`config.mk`:
```
export PLATFORM = sky130hd
export DESIGN_NAME = hsv_core_commit
export DESIGN_NICKNAME = d
export VERILOG_FILES = /design/src/rtl/hsv_core_pkg.sv /design/src/rtl/hsv_core_commit_select.sv /design/src/rtl/hsv_core_commit.sv
export SDC_FILE = /design/constraint.sdc
export NUM_CORES = 1
export LEC_CHECK = 0
export ABC_CLOCK_PERIOD_IN_PS = 2400
export BUFFER_PORTS_ARGS = -buffer_cell sky130_fd_sc_hd__buf_2
export CELL_PAD_IN_SITES_DETAIL_PLACEMENT = 0
export CELL_PAD_IN_SITES_GLOBAL_PLACEMENT = 1
export CORE_AREA = 8 8 332 334
export DETAILED_ROUTE_END_ITERATION = 8
export DIE_AREA = 0 0 340 342
export PLACE_DENSITY_LB_ADDON = 0.1
export SETUP_SLACK_MARGIN = 0.4
export SYNTH_ARGS = -nofsm -noshare
export SYNTH_HDL_FRONTEND = slang
export SYNTH_HIERARCHICAL = 1
export SYNTH_SLANG_ARGS = --single-unit
```
`constraint.sdc`:
```
create_clock -name clk_core -period 2.4 [get_ports clk_core]
set_input_delay 0 -clock clk_core [delete_from_list [all_inputs] [get_ports clk_core]]
set_output_delay 0 -clock clk_core [all_outputs]
set_load 0.02 [all_outputs]
```
`src/rtl/hsv_core_pkg.sv`:
```
// Shared hsv_core types: token, register and word widths, plus the commit-stage result record.
package hsv_core_pkg;

  localparam int TOKEN_W   = 4;
  localparam int NUM_UNITS = 5;

  localparam int UNIT_ALU        = 0;
  localparam int UNIT_FOO        = 1;
  localparam int UNIT_MEM        = 2;
  localparam int UNIT_BRANCH     = 3;
  localparam int UNIT_CTRLSTATUS = 4;

  typedef logic [TOKEN_W-1:0] insn_token;
  typedef logic [4:0]         reg_addr;
  typedef logic [31:0]        reg_mask;
  typedef logic [31:0]        word;

  typedef struct packed {
    insn_token token;
    word       pc;
    reg_addr   rd_addr;
    reg_mask   rd_mask;
    word       rd_value;
    logic      writeback;
    logic      redirect;
    word       redirect_pc;
  } commit_data_t;

endpackage

```
`src/rtl/hsv_core_commit_select.sv`:
```
// Combinational token-match selector: grants the lowest-index valid unit whose token equals next_token.
module hsv_core_commit_select
  import hsv_core_pkg::*;
#(
  parameter int N = NUM_UNITS
) (
  input  logic      [N-1:0] i_valid,
  input  insn_token [N-1:0] i_token,
  input  insn_token         i_next_token,
  output logic      [N-1:0] o_grant,
  output logic              o_found,
  output logic              o_multi
);

  logic [N-1:0] w_match;
  logic         w_taken;

  always_comb begin
    w_match = '0;
    o_grant = '0;
    w_taken = 1'b0;
    for (int i = 0; i < N; i++) begin
      w_match[i] = i_valid[i] && (i_token[i] == i_next_token);
      if (w_match[i] && !w_taken) begin
        o_grant[i] = 1'b1;
        w_taken    = 1'b1;
      end
    end
    o_found = w_taken;
    // Clearing the lowest set bit leaves something only if two or more units matched.
    o_multi = (w_match & (w_match - {{(N-1){1'b0}}, 1'b1})) != '0;
  end

endmodule

```
`src/rtl/hsv_core_commit.sv`:
```
// In-order commit stage: retires one token-ordered result per cycle, drives register-file write,
// scoreboard release mask and a one-cycle flush on redirect.
module hsv_core_commit
  import hsv_core_pkg::*;
(
  input  logic                         clk_core,
  input  logic                         rst_core_n,
  input  logic         [NUM_UNITS-1:0] unit_valid_i,
  output logic         [NUM_UNITS-1:0] unit_ready_o,
  input  commit_data_t [NUM_UNITS-1:0] unit_data,
  output logic                         wr_en,
  output reg_addr                      wr_addr,
  output word                          wr_data,
  output reg_mask                      commit_mask,
  output logic                         flush_req,
  output word                          flush_pc,
  output logic         [63:0]          retire_count
);

  insn_token            r_next_token;
  logic                 r_wr_en;
  reg_addr              r_wr_addr;
  word                  r_wr_data;
  reg_mask              r_commit_mask;
  logic                 r_flush_req;
  word                  r_flush_pc;
  logic [63:0]          r_retire_count;

  insn_token    [NUM_UNITS-1:0] w_tokens;
  logic         [NUM_UNITS-1:0] w_grant;
  logic                         w_found;
  logic                         w_multi;
  logic                         w_commit;
  commit_data_t                 w_sel;
  logic                         w_unused_fields;

  always_comb begin
    for (int i = 0; i < NUM_UNITS; i++) begin
      w_tokens[i] = unit_data[i].token;
    end
  end

  hsv_core_commit_select #(.N(NUM_UNITS)) u_select (
    .i_valid      (unit_valid_i),
    .i_token      (w_tokens),
    .i_next_token (r_next_token),
    .o_grant      (w_grant),
    .o_found      (w_found),
    .o_multi      (w_multi)
  );

  always_comb begin
    w_sel = '0;
    for (int i = 0; i < NUM_UNITS; i++) begin
      if (w_grant[i]) w_sel = unit_data[i];
    end
    w_commit = w_found && !r_flush_req;
    // During the flush cycle every unit is acknowledged so wrong-path results drain.
    unit_ready_o = r_flush_req ? '1 : w_grant;
  end

  assign w_unused_fields = ^{w_sel.pc, w_sel.token};

  always_ff @(posedge clk_core or negedge rst_core_n) begin
    if (!rst_core_n) begin
      r_next_token   <= '0;
      r_wr_en        <= 1'b0;
      r_wr_addr      <= '0;
      r_wr_data      <= '0;
      r_commit_mask  <= '0;
      r_flush_req    <= 1'b0;
      r_flush_pc     <= '0;
      r_retire_count <= '0;
    end else begin
      r_wr_en       <= w_commit && w_sel.writeback && (w_sel.rd_addr != '0);
      r_commit_mask <= w_commit ? w_sel.rd_mask : '0;
      r_flush_req   <= w_commit && w_sel.redirect;
      if (w_commit) begin
        r_wr_addr      <= w_sel.rd_addr;
        r_wr_data      <= w_sel.rd_value;
        r_retire_count <= r_retire_count + 64'd1;
        if (w_sel.redirect) begin
          r_flush_pc   <= w_sel.redirect_pc;
          r_next_token <= '0;
        end else begin
          r_next_token <= r_next_token + insn_token'(1);
        end
      end else if (r_flush_req) begin
        r_next_token <= '0;
      end
    end
  end

  assign wr_en        = r_wr_en;
  assign wr_addr      = r_wr_addr;
  assign wr_data      = r_wr_data;
  assign commit_mask  = r_commit_mask;
  assign flush_req    = r_flush_req;
  assign flush_pc     = r_flush_pc;
  assign retire_count = r_retire_count;

  a_single_match: assert property (@(posedge clk_core) disable iff (!rst_core_n)
    !(w_multi && !r_flush_req));

endmodule

```
==> results.cfg <==
[timing]
finalClockSkew_ns = 0.0106
period_share = 1.12
hold_viol = 0
worst_slack_ns = -0.293
slew_headroom = 0.484
min_period_ns = 2.69
max_slew.worst_pin.slew_ns = 0.773
setup_violations = 168
slew_viol_final = 0
rsz0062_at_grt = yes
max_freq_mhz = 371

[drt]
drtIter0Drc = 421
wl_um = 88500
first_pass_iters = 4
viasPerCell = 3.83
vias = 14975
drtAntennaViolNets = 0
drc = 0
routedWlPerCell_um = 22.6

[critical_path]
crit_path_top_delay_cell = dfrtp_2
path_delay_family = simple AND/OR/NAND/NOR gates
critPathRequiredTime_ns = 2.82
cp_max_fo = 9
ff2ff_setup_slack_ns = -0.29
worstSetupPathType = register to register
cp-start-kind = register
end_kind = register
max_stage_delay_ns = 0.46
crit_chain = buf_6 > xor2_1 > nor3_1 > nand3_1 > nand4_1 > nand2b_4 > buf_6 > nor2b_4 > buf_6 > buf_6 > o21ai_4 > buf_12 > buf_4 > buf_6 > o31ai_2
cp.arrival_ns = 3.11
critPathMostFrequentCell = buf_6
critPathBufInv = 7

[outcome]
status = finished with violations
violations = setup timing

[die]
rows = 119
core-area_um2 = 105000
initial_core_util = 0.104
die_h_um = 342
pin_count = 874
die_x_um = 340
die_area_um2 = 116000

[global_route]
grt_max_degree = 73
overflow = 0
grt_pass1_wl_um = 119000
grt_pass1_vias = 16549
antenna_found_initial = 30
grt.total_usage = 0.139

[cts]
cts_buffers = 17
htree_levels = 4
cts_tree = built
cts.sinks = 171
clockBufferDepth = 2
insertion_delay_ns = 0.50
root_buffer = clkbuf_16
clk_pin_slew_worst_paths_ns = 0.08

[power_and_ir_drop]
p_sw_mw = 7.11
power_density_nw_per_um2 = 644
seq_power_share = 0.228
clkPwrFrac = 0.173
combinationalPowerShare = 0.598
p_int_mw = 9.68
p_leak_nw = 11.8
peakVddDrop_mv = 0.581
finalPower_mw = 16.8
switching_share = 0.423

[cells_and_area]
final_util = 0.249
drive_above_1_share = 0.585
fill_cells = 11366
syn_to_final_growth_pct = 140
fin_nets = 3197
multiInputGateArea_um2 = 8530
final_cell_mix = buf_2, dlygate4sd3_1, dfrtp_1
layout_commonest_cell = buf_2
register_area_um2 = 4280

[placement]
dp_hpwl_um = 64300
gp_congestion = 0.786
port_buffers = 713
place_ws_ns = -0.419

[synth]
synth_cells = 1245
syn_area_um2 = 10800
ys_warn_count = 6
synth_fp_nets = 1949
syn_area_per_cell_um2 = 8.71

[run]
cap_violations = 0

[hold_path]
worst_hold_path_type = input pin to register
[timing repair]
item                                    4_1_cts  5_1_grt
endpoints found under the setup margin      176      176
hold buffers                                353        7
pin swaps                                    42      107
gates cloned                                 17       14
resized for setup                           205      389
hold endpoints to repair                    161        4
buffers inserted                             42       41
[final cells by class]
cell class              instances  area share
clock buffers                  20      0.0171
flip-flops and latches        171       0.164
clock inverters                12     0.00399
well taps                    1391      0.0668
repair buffers               1348       0.416
diodes                         16     0.00154
inverters                      16     0.00230
multi-input cells             939       0.327
[metal layers]
metal  track usage  wire length [um]  share of wire
met1         0.160             36200           0.41
met2         0.242             43800           0.50
met3        0.0524              6240          0.070
met4        0.0391              2030          0.023
met5             0               144         0.0016
[tightest hold or removal path, cell delays in order]
cell,delay (ns)
buf_2,0.09
nor2b_2,0.04
nor3_2,0.17
a221oi_2,0.07
o21ai_1,0.11
[stage by stage]
stage	TNS, ns	std cells	hold slack, ns	cell area, um^2
finish	-31.16	3913	0.0103	26100
global route	-54.68	3909	0.00810	26100
CTS	-30.77	3835	0.00182	23600
detailed placement	-31.04	3391	0.116	17800
global placement	-29.78	3391	0.108	17800
floorplan	0	1245	-0.296	11700
[power by group through the flow]
stage	clock network (mW)	registers, mW	logic [mW]
2_1_floorplan	0	4.43	2.61
3_3_place_gp	0	3.86	6.49
3_5_place_dp	0	3.86	6.47
4_1_cts	3.11	3.81	8.61
5_1_grt	3.19	3.92	10.8
6_report	2.91	3.84	10.0
[state kept, by name (all words and copies together), names as in the netlist]
| signal | flops |
|---|---|
| commit_mask | 32 |
| flush_pc | 32 |
| flush_req | 1 |
| r_next_token | 4 |
| retire_count | 64 |
| wr_addr | 5 |
| wr_data | 32 |
| wr_en | 1 |
[worst paths after layout]
kind	startpoint	endpoint	cells past startpoint
setup / recovery	r_next_token[2]	flush_pc[30]	15
hold / removal	unit_data[379]	wr_addr[3]	5
setup reg to reg	r_next_token[2]	flush_pc[30]	15
hold reg to reg	flush_pc[16]	flush_pc[16]	2
max in group asynchronous	rst_core_n	flush_pc[16]	3
min in group asynchronous	rst_core_n	retire_count[13]	2
(Power assumes the default switching activity.)
